--- config.mk ---
export PLATFORM = sky130hd
export DESIGN_NAME = branch_predictor
export DESIGN_NICKNAME = d
export VERILOG_FILES = /design/src/rtl/branch_pred_pkg.sv /design/src/rtl/bp_inflight_fifo.sv /design/src/rtl/branch_predictor.sv
export SDC_FILE = /design/constraint.sdc
export NUM_CORES = 1
export LEC_CHECK = 0
export CAP_MARGIN = 5
export CORE_UTILIZATION = 60
export CTS_CLUSTER_DIAMETER = 200
export DETAILED_ROUTE_END_ITERATION = 10
export HOLD_SLACK_MARGIN = 0.06
export PLACE_DENSITY = 0.93
export SLEW_MARGIN = 20
export SYNTH_ARGS = -nofsm -noshare
export SYNTH_HDL_FRONTEND = slang
export SYNTH_HIERARCHICAL = 1
export SYNTH_SLANG_ARGS = --single-unit
--- constraint.sdc ---
create_clock -name clk -period 5.6 [get_ports clk]
set_clock_uncertainty 0.15 [all_clocks]
set_input_delay 0.56 -clock clk [delete_from_list [all_inputs] [get_ports clk]]
set_output_delay 0.56 -clock clk [all_outputs]
set_load 0.05 [all_outputs]
--- src/rtl/branch_pred_pkg.sv ---
// Shared types and constants for the branch predictor: counter encodings,
// the in-flight entry layout and the saturating counter update helper.
package branch_pred_pkg;

    localparam logic [1:0] SNT       = 2'b00;
    localparam logic [1:0] WNT       = 2'b01;
    localparam logic [1:0] WT        = 2'b10;
    localparam logic [1:0] ST        = 2'b11;
    localparam logic [1:0] CTR_RESET = WNT;

    // Wide enough for tables up to 256 entries; the top narrows it back.
    localparam int IDX_W_MAX = 8;

    typedef struct packed {
        logic [IDX_W_MAX-1:0] index;
        logic                 pred;
    } bp_entry_t;

    function automatic logic [1:0] ctr_update(input logic [1:0] ctr, input logic taken);
        logic [1:0] nxt;
        nxt = ctr;
        if (taken) begin
            if (ctr != ST) begin
                nxt = ctr + 2'd1;
            end else begin
                nxt = ST;
            end
        end else begin
            if (ctr != SNT) begin
                nxt = ctr - 2'd1;
            end else begin
                nxt = SNT;
            end
        end
        return nxt;
    endfunction

endpackage

--- src/rtl/bp_inflight_fifo.sv ---
// In-flight branch FIFO: holds index and prediction of every predicted branch
// until execute resolves it; clear empties it in the same edge as any pop.
module bp_inflight_fifo
    import branch_pred_pkg::*;
#(
    parameter int DEPTH = 4
) (
    input  logic      clk,
    input  logic      rst_n,
    input  logic      push,
    input  logic      pop,
    input  logic      clear,
    input  bp_entry_t push_entry,
    output bp_entry_t head_entry,
    output logic      full,
    output logic      empty
);

    localparam int PTR_W = (DEPTH > 1) ? $clog2(DEPTH) : 1;
    localparam int CNT_W = $clog2(DEPTH + 1);

    bp_entry_t        mem_r [DEPTH];
    logic [PTR_W-1:0] rd_ptr_r;
    logic [PTR_W-1:0] wr_ptr_r;
    logic [CNT_W-1:0] count_r;
    logic             push_ok_s;
    logic             pop_ok_s;

    assign full       = (count_r == CNT_W'(DEPTH));
    assign empty      = (count_r == {CNT_W{1'b0}});
    assign push_ok_s  = push & ~full;
    assign pop_ok_s   = pop & ~empty;
    assign head_entry = mem_r[rd_ptr_r];

    // Pointer and occupancy tracking; clear wins over push and pop.
    always_ff @(posedge clk or negedge rst_n) begin
        if (!rst_n) begin
            rd_ptr_r <= {PTR_W{1'b0}};
            wr_ptr_r <= {PTR_W{1'b0}};
            count_r  <= {CNT_W{1'b0}};
        end else if (clear) begin
            rd_ptr_r <= {PTR_W{1'b0}};
            wr_ptr_r <= {PTR_W{1'b0}};
            count_r  <= {CNT_W{1'b0}};
        end else begin
            if (push_ok_s) begin
                wr_ptr_r <= wr_ptr_r + PTR_W'(1);
            end
            if (pop_ok_s) begin
                rd_ptr_r <= rd_ptr_r + PTR_W'(1);
            end
            count_r <= count_r + CNT_W'(push_ok_s) - CNT_W'(pop_ok_s);
        end
    end

    // Entry storage.
    always_ff @(posedge clk or negedge rst_n) begin
        if (!rst_n) begin
            for (int i = 0; i < DEPTH; i++) begin
                mem_r[i] <= '{index: {IDX_W_MAX{1'b0}}, pred: 1'b0};
            end
        end else if (push_ok_s && !clear) begin
            mem_r[wr_ptr_r] <= push_entry;
        end
    end

endmodule

--- src/rtl/branch_predictor.sv ---
// Bimodal branch predictor: a table of 2-bit saturating counters indexed by
// PC word bits, trained in order as execute resolves in-flight branches.
module branch_predictor
    import branch_pred_pkg::*;
#(
    parameter int BHT_ENTRIES = 16,
    parameter int FIFO_DEPTH  = 4
) (
    input  logic        clk,
    input  logic        rst_n,
    input  logic        pred_valid,
    input  logic [31:0] pred_pc,
    output logic        pred_ready,
    output logic        pred_resp_valid,
    output logic        pred_taken,
    input  logic        resolve_valid,
    input  logic        resolve_taken,
    input  logic        flush,
    output logic        mispredict,
    output logic        resolve_err
);

    localparam int IDX_W = $clog2(BHT_ENTRIES);

    logic [1:0]       bht_r [BHT_ENTRIES];
    logic [IDX_W-1:0] lookup_idx_s;
    logic [IDX_W-1:0] head_idx_s;
    bp_entry_t        push_entry_s;
    bp_entry_t        head_entry_s;
    logic             full_s;
    logic             empty_s;
    logic             accept_s;
    logic             resolve_ok_s;
    logic             mispred_s;
    logic             clear_s;
    logic             push_s;
    logic             lookup_pred_s;
    logic             unused_pc_s;
    logic             pred_resp_valid_r;
    logic             pred_taken_r;
    logic             mispredict_r;
    logic             resolve_err_r;

    assign lookup_idx_s  = pred_pc[IDX_W+1:2];
    assign unused_pc_s   = ^{pred_pc[31:IDX_W+2], pred_pc[1:0]};
    assign lookup_pred_s = bht_r[lookup_idx_s][1];
    assign head_idx_s    = IDX_W'(head_entry_s.index);
    assign pred_ready    = ~full_s;

    // A mispredict squashes everything younger, including this cycle's push.
    always_comb begin
        accept_s           = pred_valid & pred_ready;
        resolve_ok_s       = resolve_valid & ~empty_s;
        mispred_s          = resolve_ok_s & (resolve_taken != head_entry_s.pred);
        clear_s            = flush | mispred_s;
        push_s             = accept_s & ~clear_s;
        push_entry_s.index = IDX_W_MAX'(lookup_idx_s);
        push_entry_s.pred  = lookup_pred_s;
    end

    bp_inflight_fifo #(
        .DEPTH(FIFO_DEPTH)
    ) u_fifo (
        .clk       (clk),
        .rst_n     (rst_n),
        .push      (push_s),
        .pop       (resolve_ok_s),
        .clear     (clear_s),
        .push_entry(push_entry_s),
        .head_entry(head_entry_s),
        .full      (full_s),
        .empty     (empty_s)
    );

    // Counter table training; a same-cycle lookup sees the pre-update value.
    always_ff @(posedge clk or negedge rst_n) begin
        if (!rst_n) begin
            for (int i = 0; i < BHT_ENTRIES; i++) begin
                bht_r[i] <= CTR_RESET;
            end
        end else if (resolve_ok_s) begin
            bht_r[head_idx_s] <= ctr_update(bht_r[head_idx_s], resolve_taken);
        end
    end

    // Registered response, mispredict pulse and sticky protocol error.
    always_ff @(posedge clk or negedge rst_n) begin
        if (!rst_n) begin
            pred_resp_valid_r <= 1'b0;
            pred_taken_r      <= 1'b0;
            mispredict_r      <= 1'b0;
            resolve_err_r     <= 1'b0;
        end else begin
            pred_resp_valid_r <= push_s;
            pred_taken_r      <= push_s ? lookup_pred_s : 1'b0;
            mispredict_r      <= mispred_s;
            resolve_err_r     <= resolve_err_r | (resolve_valid & empty_s);
        end
    end

    assign pred_resp_valid = pred_resp_valid_r;
    assign pred_taken      = pred_taken_r;
    assign mispredict      = mispredict_r;
    assign resolve_err     = resolve_err_r;

endmodule
==> key figures, run 1 <==
Timing
  – Worst slew margin: 0.4426
  – Fin. max-slew vios: 0
  – RSZ-0062 raised after global routing: no
  – F_max: roughly 260 MHz
  – Slew @ Worst Pin: 0.8249 ns
  – Total negative setup slack: 0 ns
  – Final hold viol count: 0
  – Final WS setup: 1.706 ns
  – Number of setup violations in the final report: 0
  – Min Tclk post-route: 3.894 ns
  – Tcrit/Tclk final: 0.6954

Global route
  – Number of global-route vias before repair: between 2000 and 2500
  – Pin count of the biggest net entering global routing: 64
  – First-pass GRT wire length: ~12000 um
  – Initial antenna violation count: 0
  – All-layer global routing usage: 0.2665
  – GR Overflow Total: 0

Power and ir drop
  – Peak supply drop: 0.0003291 V
  – Pwr Density: 486.7 nW/um2
  – Cell leakage power: 1.643 nW
  – Final total power: ~1.8 mW

Placed design
  – Port-buffer cells: 14
  – RD Place Congestion: 0.8128
  – Pre-CTS WS: 1.598 ns
  – Dpl hpwl: 4757 um

CTS
  – Clk buf depth: 2
  – Post-CTS Hold Fix Bufs: 0
  – Cts bufs inserted: 9
  – CTS root buf: clkbuf_8
  – H-tree Lvls: 3
  – Post-CTS Setup Inserts: 0
  – Clock slew at reported path FFs: 0.07 ns
  – CTS resizes: 0
  – Clock Latency Late Sink: about 0.34 ns
  – TritonCTS clock tree: done
  – Clk sink count: 63

Layout
  – Multi-input gate area: 1629 um2
  – # nets final: 305
  – Reg area: 1597 um2
  – Area grow syn2layout: 10.02%
  – Share of layout cells above drive strength 1: 0.3925
  – Layout fillers: 348
  – Ant diodes: 0
  – Finished Core Util: 0.7057

Critical path
  – Worst path most repeated cell: inv_1
  – Crit path launch type: register
  – Setup crit end kind: register
  – Top Family by Delay on Critical Path: simple AND/OR/NAND/NOR gates
  – FF-to-FF Start: u_fifo/rd_ptr_r[0]$_DFFE_PN0P_
  – Crit Path Max Fanout: 7
  – Buffers plus inverters on the worst setup path: 3
  – R2r worst-path depth: 13
  – Worst Path Arrival: 3.97 ns
  – R2r endpoint: u_fifo/count_r[2]$_DFF_PN0_
  – WP data required: 5.68 ns
  – Critical Path Max Stage Delay: roughly 0.66 ns
  – R2r setup slk: 1.71 ns
  – CP Cell Sequence: mux4_2, xnor2_1, nor2_1, nor4b_1, and2_2, inv_1, ha_1, inv_1, ha_1, inv_1, fa_1, xnor2_1, nor2_1
  – Slowest CP cell: nor4b_1
  – Setup CP Type: reg -> reg

Routing
  – DR WL/cell: about 20 um
  – Post-DRT Antenna Nets: 0
  – Vias: roughly 2100
  – Total iterations of the first detailed-routing run: 4
  – DRT iter0 DRCs: 290
  – Drt total wl: 6859 um
  – Vias per cell: 6.152
  – Drc violations: 0

Floorplanning
  – Initial Util: 0.6414
  – Die ar.: 5902 um2
  – I/O pin count: 43
  – Row cnt: 26
  – Die height: between 70 and 80 um
  – Chip Width: between 70 and 80 um
  – Core Area: 5238 um2

Yosys
  – Post-Syn Instances: 247
  – Syn Nets: 292
  – Yosys warns: 6
  – Post-Syn Area: 3359 um2
  – Syn avg cell area: 13.60 um2

Status
  – Status: finished clean

Flow run
  – Max_cap viols: 0

Worst hold path
  – Min-delay worst type: in -> async
## placed cells by master (no fill, tap or decap), types with 3 or more instances in the layout
| cell type | n |
|---|---|
| dfrtp_1 | 47 |
| nor2b_1 | 6 |
| mux2i_1 | 7 |
| dfstp_2 | 16 |
| nand2_1 | 8 |
| clkinv_2 | 3 |
| mux2_4 | 20 |
| a21oi_1 | 4 |
| clkdlybuf4s50_1 | 13 |
| inv_1 | 13 |
| mux4_2 | 17 |
| nor3_1 | 5 |
| ha_1 | 6 |
| nand2b_1 | 4 |
| o31ai_1 | 5 |
| o21ai_0 | 7 |
| mux2_2 | 27 |
| clkbuf_8 | 10 |
| and3_1 | 4 |
| nor2_1 | 12 |
| or3_1 | 3 |
## power breakdown
part | internal (mW) | total [mW] | switching [mW]
clock network | 0.197 | 0.373 | 0.176
registers | 0.621 | 0.713 | 0.0921
logic | 0.340 | 0.713 | 0.373
## per-layer routing
metal	up-vias	routed length, um	track usage
met5	-	0	0
met4	0	164	0.1327
met3	12	274	0.04762
met2	57	3511	0.4196
met1	1069	2908	0.3573
li1	923	-	-
## metrics by stage
stage          hold WS [ns]  instances  area (um2)
4_1_cts              0.2569        335        3696
5_1_grt              0.3084        335        3696
3_5_place_dp         0.2983        319        3505
3_3_place_gp         0.2922        319        3505
6_report             0.2433        335        3696
2_1_floorplan        0.1144        247        3359
## state kept, by name (all words and copies together) (netlist names)
| signal | cells |
|---|---|
| pred_resp_valid | 1 |
| u_fifo/count_r | 3 |
| pred_taken | 1 |
| bht_r | 32 |
| u_fifo/rd_ptr_r | 2 |
| mispredict | 1 |
| resolve_err | 1 |
| u_fifo/mem_r | 20 |
| u_fifo/wr_ptr_r | 2 |
## layout make-up
class | count | share of cell area
Multi-Input combinational cell | 158 | 0.4408
Sequential cell | 63 | 0.4320
Clock buffer | 11 | 0.04401
Timing Repair Buffer | 15 | 0.03859
Tap cell | 70 | 0.02370
Inverter | 13 | 0.01320
Clock inverter | 5 | 0.007786
## worst register-to-register path: cells and delay by family, from the launching register on
family        cells  cell delay (ns)
buf+inv           3             0.15
xor+xnor          2             0.38
simple gates      4             1.13
flops             1             0.61
fa+ha+maj         3             0.80
mux               1             0.58
## how the worst max path moves through the flow
stage | slack (ns) | cells after the start | start | to
floorplan | 2.33 | 14 | u_fifo/rd_ptr_r[0]$_DFFE_PN0P_ | u_fifo/count_r[2]$_DFF_PN0_
global placement | 1.82 | 13 | resolve_taken | u_fifo/count_r[2]$_DFF_PN0_
detailed placement | 1.60 | 13 | resolve_taken | u_fifo/count_r[2]$_DFF_PN0_
CTS | 1.66 | 13 | u_fifo/rd_ptr_r[0]$_DFFE_PN0P_ | u_fifo/count_r[2]$_DFF_PN0_
global route | 1.36 | 13 | u_fifo/rd_ptr_r[0]$_DFFE_PN0P_ | u_fifo/count_r[2]$_DFF_PN0_
finish | 1.71 | 13 | u_fifo/rd_ptr_r[0]$_DFFE_PN0P_ | u_fifo/count_r[2]$_DFF_PN0_
Note: power is estimated with default switching activity, not from simulation.
==> run 2, diff against run 1 <==
CORE_UTILIZATION = 57   (was 60)
PLACE_DENSITY = 0.89   (was 0.93)
clock period = 3.8 ns   (was 5.6 ns; I/O delays follow)
==> run 2 against run 1 <==
Against the previous run: fmax up 14%; final cell count increased by 1.5%; setup slack got worse by 1.3 ns; global-route usage shrank 0.65 points; clock-buffer cell count rose by 5; core utilization shrank 4.2 points; design area grew 0.71%; via count increased by 2.5%; clock power rose by 48%; first-iteration DRC count fell by 55%; hold slack improved by 0.079 ns; die area rose by 5.1%; critical path type unchanged; highest routed layer unchanged.
==> key figures, run 2 (same netlist as run 1, synthesis figures left out) <==
CTS
  – Clk buf depth: 2 (unchanged)
  – Clk sink count: 63 (unchanged)
  – CTS root buf: clkbuf_8 (unchanged)
  – H-tree Lvls: 3 (unchanged)
  – TritonCTS clock tree: done (unchanged)
  – Clock Latency Late Sink: 0.35 ns (was 0.34 ns)
  – Cts bufs inserted: 9 (unchanged)
  – Clock slew at reported path FFs: 0.06 ns (was 0.07 ns)

Timing
  – Min Tclk post-route: 3.402 ns (was 3.894 ns)
  – Total negative setup slack: 0 ns (unchanged)
  – Worst slew margin: 0.4124 (was 0.4426)
  – Tcrit/Tclk final: 0.8952 (was 0.6954)
  – F_max: 294.0 MHz (was 256.8 MHz)
  – Slew @ Worst Pin: 0.8813 ns (was 0.8249 ns)
  – Final hold viol count: 0 (unchanged)
  – Number of setup violations in the final report: 0 (unchanged)
  – RSZ-0062 raised after global routing: no (unchanged)
  – Fin. max-slew vios: 0 (unchanged)

Floorplanning
  – Initial Util: 0.5991 (was 0.6414)
  – Core Area: 5608 um2 (was 5238 um2)
  – Chip Width: 78.77 um (was 76.83 um)
  – Row cnt: 27 (was 26)
  – Die ar.: 6205 um2 (was 5902 um2)
  – Die height: 78.77 um (was 76.83 um)
  – I/O pin count: 43 (unchanged)

Status
  – Status: finished clean (unchanged)

Worst hold path
  – Min-delay worst type: reg -> reg (was in -> async)

Critical path
  – Worst Path Arrival: 3.48 ns (was 3.97 ns)
  – Setup crit end kind: register (unchanged)
  – Worst path most repeated cell: inv_1 (unchanged)
  – Critical Path Max Stage Delay: 0.52 ns (was 0.66 ns)
  – Top Family by Delay on Critical Path: simple AND/OR/NAND/NOR gates (unchanged)
  – Crit path launch type: register (unchanged)
  – CP Cell Sequence: nor3_1, nand2b_1, nor2_1, nor4b_1, and2_2, inv_1, ha_1, inv_1, ha_1, inv_1, fa_1, xnor2_1, nor2_1 (was mux4_2, xnor2_1, nor2_1, nor4b_1, and2_2, inv_1, ha_1, inv_1, ha_1, inv_1, fa_1, xnor2_1, nor2_1)
  – Setup CP Type: reg -> reg (unchanged)
  – Buffers plus inverters on the worst setup path: 3 (unchanged)
  – Crit Path Max Fanout: 6 (was 7)
  – Slowest CP cell: nor3_1 (was nor4b_1)
  – WP data required: 3.88 ns (was 5.68 ns)

Routing
  – DR WL/cell: 20.81 um (was 20.47 um)
  – Vias: 2112 (was 2061)
  – Drc violations: 0 (unchanged)
  – Total iterations of the first detailed-routing run: 4 (unchanged)
  – Post-DRT Antenna Nets: 0 (unchanged)
  – Drt total wl: 7074 um (was 6859 um)
  – Vias per cell: 6.212 (was 6.152)
  – DRT iter0 DRCs: 131 (was 290)

Placed design
  – Dpl cell area: 3522 um2 (was 3505 um2)
  – RD Place Congestion: 0.7700 (was 0.8128)
  – Port-buffer cells: 14 (unchanged)
  – Dpl hpwl: 4787 um (was 4757 um)

Global route
  – Pin count of the biggest net entering global routing: 41 (was 64)
  – All-layer global routing usage: 0.2600 (was 0.2665)
  – GR Overflow Total: 0 (unchanged)
  – First-pass GRT wire length: 11610 um (was 11620 um)
  – Initial antenna violation count: 0 (unchanged)
  – Number of global-route vias before repair: 2206 (was 2253)

Layout
  – Area grow syn2layout: 10.80% (was 10.02%)
  – Max reg flops: 32 (unchanged)
  – Reg with most FFs: bht_r (unchanged)
  – # nets final: 308 (was 305)
  – Ant diodes: 0 (unchanged)
  – Top Registers: bht_r x32, u_fifo/mem_r x20, u_fifo/count_r x3 (unchanged)
  – Share of layout cells above drive strength 1: 0.3843 (was 0.3925)
  – Cell area after layout: 3722 um2 (was 3696 um2)
  – Commonest non-fill, non-tap cell in the layout: dfrtp_1 (unchanged)
  – Commonest non-fill, non-tap cells in the layout: dfrtp_1, mux2_2, mux2_4 (unchanged)

Power and ir drop
  – Cell leakage power: 1.654 nW (was 1.643 nW)
  – Peak supply drop: 0.0004093 V (was 0.0003291 V)
  – Pwr Density: 716.0 nW/um2 (was 486.7 nW/um2)

Flow run
  – Max_cap viols: 0 (unchanged)
==> run 2: cell type report <==
cell class / instances / area, um2
multi-input combinational: 158 / 1629
clock buffer: 16 / 190.2
tap: 72 / 90.09
fill: 382 / 1886
sequential: 63 / 1597
timing repair buffer: 18 / 167.7
inverter: 13 / 48.80
==> run 2: timing repair <==
item	4_1_cts	5_1_grt
resized for setup	0	0
setup endpoints to repair	0	0
setup buffers	0	0
hold buffers	1	0
hold endpoints to repair	28	0
==> run 2: tightest hold or removal path: cells and delay by family, from the launching register on <==
kind,cells,cell delay [ns]
flip-flops,1,0.37
buffers and inverters,1,0.04
multiplexers,1,0.06
==> run 2: metal layers <==
metal | track usage | up-vias | routed length (um)
met5 | 0 | - | 0
met2 | 0.3957 | 69 | 3484
met4 | 0.1370 | 0 | 250
met1 | 0.3375 | 1095 | 2983
li1 | - | 925 | -
met3 | 0.07471 | 23 | 355
==> run 2: where the power goes <==
| group | switching [mW] | leakage, nW | total, mW | internal [mW] |
|---|---|---|---|---|
| combinational | 0.554 | 0.763 | 1.06 | 0.507 |
| clock | 0.244 | 0.0970 | 0.553 | 0.309 |
| sequential | 0.137 | 0.795 | 1.05 | 0.915 |
| total | 0.934 | 1.65 | 2.67 | 1.73 |
==> run 2: final timing paths <==
check / startpoint / endpoint / slack, ns / cells after the start
min in group asynchronous: rst_n / u_fifo/mem_r[27]$_DFFE_PN0P_ / 0.54 / 2
setup / recovery: u_fifo/count_r[1]$_DFF_PN0_ / u_fifo/count_r[2]$_DFF_PN0_ / 0.40 / 13
max in group asynchronous: rst_n / bht_r[16]$_DFFE_PN1P_ / 2.05 / 3
hold / removal: bht_r[18]$_DFFE_PN1P_ / bht_r[18]$_DFFE_PN1P_ / 0.32 / 2
hold reg to reg: bht_r[18]$_DFFE_PN1P_ / bht_r[18]$_DFFE_PN1P_ / 0.32 / 2
setup reg to reg: u_fifo/count_r[1]$_DFF_PN0_ / u_fifo/count_r[2]$_DFF_PN0_ / 0.40 / 13
==> run 2: stage by stage <==
step | power [mW] | setup slack, ns | hold WS, ns | std cells | utilization
final | 2.665 | 0.3981 | 0.3226 | 340 | 0.6638
after detailed placement | 2.092 | 0.4625 | 0.3120 | 323 | 0.6281
after global routing | 2.813 | 0.1561 | 0.3418 | 340 | 0.6638
after CTS | 2.667 | 0.3972 | 0.3244 | 340 | 0.6638
after floorplan | 1.844 | 0.5350 | -0.06559 | 247 | -
after global placement | 2.028 | 0.5190 | 0.3057 | 323 | 0.6281
==> run 3, diff against run 2 <==
SETUP_SLACK_MARGIN = 0.02   (was not set)
==> results of run 3 <==
Same layout as run 2: the final DEF is identical, and so are final timing and power.
